**config.mk**
```make
export PLATFORM = sky130hd
export DESIGN_NAME = mem_access_unit
export DESIGN_NICKNAME = d
export VERILOG_FILES = /design/src/rtl/mem_access_unit.sv
export SDC_FILE = /design/constraint.sdc
export NUM_CORES = 1
export LEC_CHECK = 0
export ABC_AREA = 1
export CORE_ASPECT_RATIO = 1.2
export CORE_MARGIN = 2
export CORE_UTILIZATION = 25
export CTS_BUF_LIST = sky130_fd_sc_hd__clkbuf_8
export DETAILED_ROUTE_END_ITERATION = 10
export SLEW_MARGIN = 20
export SYNTH_ARGS = -nofsm -noshare
export SYNTH_HDL_FRONTEND = slang
export SYNTH_SLANG_ARGS = --single-unit
```
**constraint.sdc**
```tcl
create_clock -name clk -period 1.9 [get_ports clk]
set_clock_uncertainty 0.2 [all_clocks]
set_input_delay 0.475 -clock clk [delete_from_list [all_inputs] [get_ports clk]]
set_output_delay 0.475 -clock clk [all_outputs]
set_load 0.005 [all_outputs]
```
**src/rtl/mem_access_unit.sv**
```systemverilog
`default_nettype none
// ============================================================================
// Module   : mem_access_unit
// Brief    : Load/store initiator for a word-wide synchronous data memory.
//            Byte/half stores are done as read-modify-write because the memory
//            has no byte enables. Loads are sign/zero extended. Misaligned,
//            invalid and timed-out accesses return an error response.
// Revision : 1.0  initial release
// ============================================================================
module mem_access_unit #(
  parameter int RAM_WIDTH     = 32,  // only 32 is supported
  parameter int RAM_ADDR_BITS = 10,
  parameter int TIMEOUT       = 15   // WAIT cycles without ack before abort, >= 1
) (
  input  logic                     clk,
  input  logic                     rst,
  // pipeline request / response
  input  logic                     req_valid,
  output logic                     req_ready,
  input  logic                     req_we,
  input  logic [1:0]               req_size,
  input  logic                     req_signed,
  input  logic [31:0]              req_addr,
  input  logic [31:0]              req_wdata,
  output logic                     resp_valid,
  output logic [31:0]              resp_rdata,
  output logic                     resp_err,
  // memory port
  output logic                     mem_wr_en,
  output logic [RAM_ADDR_BITS-1:0] mem_addr,
  output logic [RAM_WIDTH-1:0]     mem_data_out,
  input  logic [RAM_WIDTH-1:0]     mem_data_in,
  input  logic                     mem_rd_ack
);

  localparam logic [1:0] c_SZ_BYTE = 2'b00;
  localparam logic [1:0] c_SZ_HALF = 2'b01;
  localparam logic [1:0] c_SZ_WORD = 2'b10;
  localparam logic [1:0] c_SZ_BAD  = 2'b11;

  // Counter must be able to hold TIMEOUT itself.
  localparam int              CNT_W      = $clog2(TIMEOUT + 1);
  localparam logic [CNT_W-1:0] c_CNT_LAST = CNT_W'(TIMEOUT - 1);
  localparam logic [CNT_W-1:0] c_CNT_ONE  = CNT_W'(1);

  typedef enum logic [1:0] {
    S_IDLE = 2'd0,
    S_RD   = 2'd1,
    S_WAIT = 2'd2,
    S_WR   = 2'd3
  } state_t;

  state_t                   state_q;
  logic [CNT_W-1:0]         cnt_q;

  // Request fields captured at accept time.
  logic                     we_q;
  logic [1:0]               size_q;
  logic                     signed_q;
  logic [1:0]               lane_q;
  logic [15:0]              wdata_q;    // sub-word stores need only the low half

  // Registered outputs.
  logic                     resp_valid_q;
  logic                     resp_err_q;
  logic [31:0]              resp_rdata_q;
  logic                     mem_wr_en_q;
  logic [RAM_ADDR_BITS-1:0] mem_addr_q;
  logic [RAM_WIDTH-1:0]     mem_data_out_q;

  logic                     w_req_err;
  logic [RAM_ADDR_BITS-1:0] w_word_addr;
  logic [7:0]               w_byte_sel;
  logic [15:0]              w_half_sel;
  logic [31:0]              w_load_fmt;
  logic [RAM_WIDTH-1:0]     w_merge;
  logic                     w_unused_addr;

  assign w_word_addr   = req_addr[RAM_ADDR_BITS+1:2];
  assign w_unused_addr = ^req_addr[31:RAM_ADDR_BITS+2];

  // Alignment / encoding check on the incoming request.
  assign w_req_err = (req_size == c_SZ_BAD)
                   | ((req_size == c_SZ_HALF) & req_addr[0])
                   | ((req_size == c_SZ_WORD) & (req_addr[1:0] != 2'b00));

  // Lane extraction, load extension and store merge on the returned word.
  always_comb begin
    w_byte_sel = mem_data_in[7:0];
    case (lane_q)
      2'd1:    w_byte_sel = mem_data_in[15:8];
      2'd2:    w_byte_sel = mem_data_in[23:16];
      2'd3:    w_byte_sel = mem_data_in[31:24];
      default: w_byte_sel = mem_data_in[7:0];
    endcase
    w_half_sel = lane_q[1] ? mem_data_in[31:16] : mem_data_in[15:0];

    case (size_q)
      c_SZ_BYTE: w_load_fmt = {{24{signed_q & w_byte_sel[7]}}, w_byte_sel};
      c_SZ_HALF: w_load_fmt = {{16{signed_q & w_half_sel[15]}}, w_half_sel};
      default:   w_load_fmt = mem_data_in;
    endcase

    w_merge = mem_data_in;
    if (size_q == c_SZ_BYTE) begin
      case (lane_q)
        2'd1:    w_merge[15:8]  = wdata_q[7:0];
        2'd2:    w_merge[23:16] = wdata_q[7:0];
        2'd3:    w_merge[31:24] = wdata_q[7:0];
        default: w_merge[7:0]   = wdata_q[7:0];
      endcase
    end else if (lane_q[1]) begin
      w_merge[31:16] = wdata_q;
    end else begin
      w_merge[15:0] = wdata_q;
    end
  end

  // Access sequencer: IDLE -> [RD -> WAIT ->] [WR ->] IDLE, all outputs registered.
  always_ff @(posedge clk) begin
    if (rst) begin
      state_q        <= S_IDLE;
      cnt_q          <= '0;
      we_q           <= 1'b0;
      size_q         <= 2'b00;
      signed_q       <= 1'b0;
      lane_q         <= 2'b00;
      wdata_q        <= '0;
      resp_valid_q   <= 1'b0;
      resp_err_q     <= 1'b0;
      resp_rdata_q   <= '0;
      mem_wr_en_q    <= 1'b0;
      mem_addr_q     <= '0;
      mem_data_out_q <= '0;
    end else begin
      // Response outputs are single-cycle pulses unless set below.
      resp_valid_q <= 1'b0;
      resp_err_q   <= 1'b0;
      resp_rdata_q <= '0;

      case (state_q)
        S_IDLE: begin
          mem_wr_en_q <= 1'b0;
          if (req_valid) begin
            if (w_req_err) begin
              // Rejected without touching the memory port.
              resp_valid_q <= 1'b1;
              resp_err_q   <= 1'b1;
            end else begin
              we_q       <= req_we;
              size_q     <= req_size;
              signed_q   <= req_signed;
              lane_q     <= req_addr[1:0];
              wdata_q    <= req_wdata[15:0];
              mem_addr_q <= w_word_addr;
              if (req_we && (req_size == c_SZ_WORD)) begin
                // Full-word store needs no read.
                mem_data_out_q <= req_wdata;
                mem_wr_en_q    <= 1'b1;
                state_q        <= S_WR;
              end else begin
                state_q <= S_RD;
              end
            end
          end
        end

        S_RD: begin
          cnt_q   <= '0;
          state_q <= S_WAIT;
        end

        S_WAIT: begin
          if (mem_rd_ack) begin
            if (we_q) begin
              mem_data_out_q <= w_merge;
              mem_wr_en_q    <= 1'b1;
              state_q        <= S_WR;
            end else begin
              resp_valid_q <= 1'b1;
              resp_rdata_q <= w_load_fmt;
              state_q      <= S_IDLE;
            end
          end else begin
            cnt_q <= cnt_q + c_CNT_ONE;
            if (cnt_q == c_CNT_LAST) begin
              // Memory never answered: abort, no write.
              resp_valid_q <= 1'b1;
              resp_err_q   <= 1'b1;
              state_q      <= S_IDLE;
            end
          end
        end

        S_WR: begin
          mem_wr_en_q  <= 1'b0;
          resp_valid_q <= 1'b1;
          state_q      <= S_IDLE;
        end

        default: state_q <= S_IDLE;
      endcase
    end
  end

  assign req_ready    = (state_q == S_IDLE);
  assign resp_valid   = resp_valid_q;
  assign resp_err     = resp_err_q;
  assign resp_rdata   = resp_rdata_q;
  assign mem_wr_en    = mem_wr_en_q;
  assign mem_addr     = mem_addr_q;
  assign mem_data_out = mem_data_out_q;

endmodule
`default_nettype wire

```
==> key figures, run 1 <==
Job
  – Max cap viols: 0

Drt
  – Post-route DRC: 0
  – Iteration-0 DRC Markers: 441
  – Routed wl met2: 10000 um
  – Initial DRT Pass Iterations: 7
  – M1 wire length: 9460 um
  – Uppermost layer routed: met4
  – Detailed-route vias per instance: 4.54
  – Drt wl/cell: 15.0 um
  – Routed Wire Length: 21500 um
  – Met3 wire len: 1450 um
  – Total number of vias: 6489
  – Routed Antenna Nets: 0

CTS
  – Max Root-Sink Buffers: 2
  – CTS tree: done
  – Clock Latency Late Sink: 390 ps
  – Root Buffer: clkbuf_8
  – Worst-path clk slew: 100 ps
  – Hold buffers post-CTS: 0
  – TritonCTS buffer count: 9
  – Clk sinks: 105
  – H-Tree Depth: 3

Synth
  – YS warnings: 0
  – Cells after Synth: 930
  – Synth Area per Inst: 6.31 um^2
  – Syn_nets: 1036
  – Yosys cell types: 35
  – Yosys top cell area share: 35.8%
  – Async S/R FF share, synth: 0%
  – Most frequent cell after synthesis: nand2_1
  – Synth area leaders: dfxtp_1 (36%), nand2_1 (22%), nand3_1 (12%), nor2_1 (5.1%), a21oi_1 (4.7%)
  – Synth area leader: dfxtp_1
  – Post-synthesis sequential area ratio: 35.8%
  – Most used flip-flop cell after synthesis: dfxtp_1
  – EDFF count, synth: 0
  – List of most frequent post-synthesis cells: nand2_1 (338), nand3_1 (140), dfxtp_1 (105)
  – Synth Cell Area: 0.00586 mm^2
  – Flops & latches, synth: 105

Placement
  – DP HPWL: 16100 um
  – Dpl ws: -302 ps
  – Port buffer count: 161
  – Placer Congestion: 0.863
  – Cells after DPL: 1409

Floorplanning
  – Die ar.: 0.0247 mm^2
  – Row cnt: 61
  – Die height: 172 um
  – Die X-Extent: 144 um
  – Initial Utilization: 25.4%
  – CORE AREA: 0.0231 mm^2
  – IO Count: 182

STA
  – Min Tclk post-route: 1790 ps
  – Final hold vios: 0
  – Max Clk Rate: 560 MHz
  – Setup slack after layout: 114 ps
  – Actual slew at the worst max-slew pin: 379 ps
  – Setup TNS: 0 ps
  – Hold WS: 263 ps
  – Setup violators final: 0
  – Fin. max-slew vios: 0
  – Tcrit/Tclk final: 94.0%
  – Slew margin rel.: 74.6%

Power and ir drop
  – Overall power: 5200 uW
  – PD cells: 624 mW/mm^2
  – VDD IR max: 0.000323 V
  – Leak: 0.00435 uW

Global route
  – First-pass GRT wire length: 32200 um
  – Total Routing Usage GR: 16.9%
  – Pin count of the biggest net entering global routing: 33
  – Antenna violations before repair: 0
  – Vias in the first global route: 5881
  – Total grt overflow: 0

Setup path
  – Critical path's largest stage delay: 350 ps
  – Worst Setup Path Type: reg2out
  – CP required: 1220 ps
  – Largest delay contributor family on the critical path: flip-flops
  – Worst Setup End Kind: output port
  – WP buf/inv: 1
  – Worst endpoint data arrival time: 1110 ps
  – Crit-path cells: nor2_4 > buf_2
  – Max stage delay cell, worst path: dfxtp_1
  – Crit path max fanout: 6
  – CP Launch Type: flop

Final layout
  – Nets: 1215
  – Final std cells w/o fill: 1428
  – Synthesis-to-layout area growth: 42.2%
  – Layout cells sized above 1: 12.9%
  – N_diodes: 0
  – # fillers: 2513

Outcome
  – Status: finished, final reports clean

Hold path
  – Hold crit path type: reg2reg
-- where the power goes --
group	internal (uW)	switching, uW	leakage [uW]
Sequential	2290	80.8	0.000864
Combinational	600	775	0.00339
Clock	637	816	0.0000981
-- kinds of logic after synthesis --
family / count (synthesis) / synth area share (%)
and+or+nand+nor: 591 / 43.3
AOI/OAI and AO/OA: 116 / 10.7
adders and majority gates: 2 / 0.427
buffers and inverters: 116 / 9.69
DFF: 105 / 35.8
-- registers in the layout, indices dropped and copies added, names as in the netlist, 2 cells and up --
name / count
resp_rdata: 32
lane_q: 2
cnt_q: 4
mem_addr: 10
size_q: 2
mem_data_out: 32
wdata_q: 16
state_q: 2
-- per-layer routing --
layer | vias up | track usage (%)
li1 | 3342 | -
met1 | 2898 | 21.3
met2 | 211 | 27.6
met3 | 38 | 4.48
met4 | 0 | 6.52
met5 | - | 0
-- final timing paths --
kind	from	to	slack (ps)	cells after the start
worst max register to register	state_q[0]	mem_data_out[20]	150	9
worst min register to register	mem_addr[8]	mem_addr[8]	260	2
worst min-delay path	mem_addr[8]	mem_addr[8]	260	2
worst max-delay path	state_q[1]	req_ready	110	2
-- what timing repair did --
action                     in CTS  in global routing
cloned                          0                  1
pin swaps                       1                  3
resized for setup              82                 34
buffers inserted                0                  3
setup endpoints to repair      53                 70
-- stage by stage --
| step | area [um^2] | utilization (%) |
|---|---|---|
| 2_1_floorplan | 5860 | - |
| 3_3_place_gp | 8060 | 34.8 |
| 3_5_place_dp | 8060 | 34.8 |
| 4_1_cts | 8220 | 35.5 |
| 5_1_grt | 8340 | 36.1 |
| 6_report | 8340 | 36.1 |
-- worst register-to-register path: stages, from the launching register on --
cell and delay (ps):
dfxtp_1 400, buf_4 130, inv_2 50, nand2_4 90, clkinvlp_4 200, buf_12 220, nand3_1 150, nand2_1 70
nor2_1 90, nor2_1 50
-- cells in the final DEF, fill, tap and decap left out, types with 3 or more instances in the layout --
cell             instances
clkdlybuf4s50_1         82
dlygate4sd2_1           52
o21ai_1                 12
buf_12                   6
a21oi_1                 55
inv_1                   51
dfxtp_2                 26
a31oi_1                 10
dlymetal6s2s_1          26
a22oi_1                  4
nor3_1                   3
or2_2                   12
o211ai_1                 5
nand2_1                338
o21ai_0                 25
nand3_1                140
inv_2                    4
nand2_2                  3
nor2_1                  79
buf_4                   57
clkbuf_8                10
nor2_4                   3
dfxtp_1                 78
-- final cells by class --
cell class / count / area (um^2) / share of cell area [%]
clock inverters: 5 / 56.3 / 0.675
flip-flops and latches: 105 / 2140 / 25.6
inverters: 58 / 229 / 2.75
clock buffers: 10 / 138 / 1.65
multi-input cells: 710 / 3220 / 38.6
well taps: 315 / 394 / 4.73
repair buffers: 225 / 2170 / 26.0
Power figures use the tool's default switching activity.
==> inputs of run 2 (changes only) <==
Settings changed: SETUP_SLACK_MARGIN set to 0.4.
==> key figures, run 2 (synthesis gave the netlist of run 1 again) <==
Outcome
  – Status: finished, final reports clean

Power and ir drop
  – Leak: 0.00424 uW (-2.5%)
  – PD cells: 603 mW/mm^2 (-3.3%)
  – Psw: 1880 uW (+12%)
  – Power share of the combinational group: 29.9% (+3.5 points)
  – Sequential Power Share: 43.8% (-1.8 points)
  – Int Pwr: 3580 uW (+1.4%)
  – VDD IR max: 0.000257 V (-20%)
  – Clock share of power: 26.2% (-1.7 points)
  – Switch share: 34.4% (+2.3 points)

Global route
  – Vias in the first global route: 6274 (+6.7%)
  – Total Routing Usage GR: 17.6% (+0.72 points)
  – First-pass GRT wire length: 33800 um (+4.9%)
  – Pin count of the biggest net entering global routing: 33 (unchanged)
  – Total grt overflow: 0 (unchanged)
  – Antenna violations before repair: 1 (+1)

Final layout
  – Sequential Area: 0.00218 mm^2 (+2.0%)
  – Synthesis-to-layout area growth: 54.2%
  – N_diodes: 0 (unchanged)
  – Multi-input gate area: 0.00352 mm^2 (+9.5%)
  – Nets: 1247 (+2.6%)
  – # fillers: 2447 (-2.6%)
  – Most common cell after layout, fill and taps aside: nand2_1
  – Most frequent cells in the layout: nand2_1 (331), nand3_1 (122), clkdlybuf4s50_1 (75), nor2_1 (70), buf_4 (65)
  – Layout cells sized above 1: 30.2% (+17 points)

CTS
  – Hold buffers post-CTS: 0 (unchanged)
  – CTS tree: done
  – Max Root-Sink Buffers: 2 (unchanged)
  – Worst-path clk slew: 110 ps (about the same)
  – H-Tree Depth: 3 (unchanged)
  – Clock Latency Late Sink: 420 ps (+30 ps)
  – TritonCTS buffer count: 9 (unchanged)
  – Root Buffer: clkbuf_8
  – Clk sinks: 105 (unchanged)

STA
  – Slew margin rel.: 65.3% (-9.3 points)
  – Actual slew at the worst max-slew pin: 519 ps (+140 ps)
  – Fin. max-slew vios: 0 (unchanged)
  – Setup TNS: 0 ps (unchanged)
  – Final hold vios: 0 (unchanged)
  – Max Clk Rate: 556 MHz (-0.73%)
  – Setup violators final: 0 (unchanged)
  – Tcrit/Tclk final: 94.7% (+0.69 points)
  – Hold WS: 236 ps (-27.1 ps)
  – RSZ-0062 raised after global routing: yes
  – Min Tclk post-route: 1800 ps (+13.2 ps)

Floorplanning
  – CORE AREA: 0.0231 mm^2 (unchanged)
  – Die ar.: 0.0247 mm^2 (unchanged)
  – Initial Utilization: 25.4% (unchanged)
  – Row cnt: 61 (unchanged)
  – Die X-Extent: 144 um (unchanged)
  – Die height: 172 um (unchanged)
  – IO Count: 182 (unchanged)

Job
  – Max cap viols: 0 (unchanged)

Drt
  – Uppermost layer routed: met5
  – Routed Wire Length: 22700 um (+5.8%)
  – Drt wl/cell: 15.6 um (+3.4%)
  – Post-route DRC: 0 (unchanged)
  – Met3 wire len: 1480 um (+2.5%)
  – Iteration-0 DRC Markers: 428 (-2.9%)
  – Routed Antenna Nets: 0 (unchanged)
  – Total number of vias: 6719 (+3.5%)
  – Routed wl met2: 11100 um (+11%)
  – Initial DRT Pass Iterations: 8 (+1)
  – M1 wire length: 9510 um (+0.55%)
  – Detailed-route vias per instance: 4.60 (+1.2%)

Setup path
  – Max stage delay cell, worst path: clkdlybuf4s50_1
  – CP required: 2020 ps (+800 ps)
  – Worst Setup Path Type: in2reg
  – CP Launch Type: input port
  – Largest delay contributor family on the critical path: buffers and inverters
  – Worst Setup End Kind: flop
  – Worst endpoint data arrival time: 1920 ps (+810 ps)
  – Stages on worst setup path: 10 (+8)
  – Crit path max fanout: 8 (+2)
  – WP buf/inv: 3 (+2)
  – Critical path's largest stage delay: 500 ps (+150 ps)
  – Crit-path cells: clkdlybuf4s50_1 > nand3_2 > nor2_4 > nor2_4 > nor2_8 > buf_12 > clkbuf_16 > nand2_1 > nand2_1 > nor2_1
  – Reg2reg path depth: 11 (+2)

Placement
  – Port buffer count: 161 (unchanged)
  – DP HPWL: 16300 um (+1.4%)
  – Placer Congestion: 0.892 (+3.3%)

Hold path
  – Hold crit path type: in2reg
  – WHS Path Cells: 3 (+1)
## run 2: cell types whose count changed in the layout (fill, tap and decap cells not counted), moves of 13 or more
cell,before,now
buf_6,1,61
dlygate4sd2_1,52,3
dfxtp_1,78,45
dfxtp_2,26,58
buf_2,1,29
dlymetal6s2s_1,26,5
nand3_1,140,122
nand3_2,1,18
o21ai_0,25,9
o21ai_2,0,13
## run 2: final cells by class
type | count | share of cell area (%)
Timing Repair Buffer | 254 | 27.5
Inverter | 58 | 2.81
Clock inverter | 7 | 0.747
Sequential cell | 105 | 24.1
Timing Repair inverter | 1 | 0.0830
Clock buffer | 9 | 1.37
Multi-Input combinational cell | 712 | 39.0
Tap cell | 315 | 4.36
## run 2: path summary, 6_finish.rpt
check | end | startpoint | slack [ps]
max | mem_data_out[3] | req_we | 100
min | lane_q[0] | req_addr[0] | 240
max reg2reg | mem_data_out[3] | state_q[1] | 130
min reg2reg | mem_addr[1] | mem_addr[1] | 270
## run 2: repair_timing
item / in CTS / in global routing
pin swaps: 3 / 34
gates cloned: 2 / 6
endpoints found under the setup margin: 178 / 181
setup buffers: 7 / 19
resized for setup: 406 / 135
## run 2: tightest hold or removal path, stage by stage
cell	delay [ps]
dlymetal6s2s_1	170
nand3_1	100
a21oi_1	60
## run 2: through the flow
stage | power (uW) | util, % | std cells | setup WS, ps | cell area (um^2)
finish | 5450 | 39.1 | 1461 | 101 | 9040
global route | 5740 | 39.1 | 1461 | 61.0 | 9040
CTS | 5310 | 35.9 | 1436 | 131 | 8310
detailed placement | 3840 | 35.2 | 1411 | -323 | 8150
global placement | 3840 | 35.2 | 1411 | -297 | 8150
floorplan | 3180 | - | 930 | 334 | 5900
## run 2: layer usage
metal,vias to the layer above,GRT usage (%)
met2,205,30.2
met3,44,4.43
met5,-,0
met1,3052,21.4
met4,2,6.14
li1,3416,-
## run 2: power by group through the flow
| stage | Clock (uW) | Combinational, uW | Sequential (uW) |
|---|---|---|---|
| CTS | 1490 | 1440 | 2380 |
| finish | 1430 | 1630 | 2390 |
| floorplan | 0 | 786 | 2400 |
| global route | 1550 | 1790 | 2400 |
| detailed placement | 0 | 1430 | 2420 |
| global placement | 0 | 1420 | 2420 |
==> inputs of run 3 (changes only) <==
Settings changed: HOLD_SLACK_MARGIN set to 0.06.
==> results of run 3 <==
No change in the layout: final DEF, timing and power equal those of run 2.
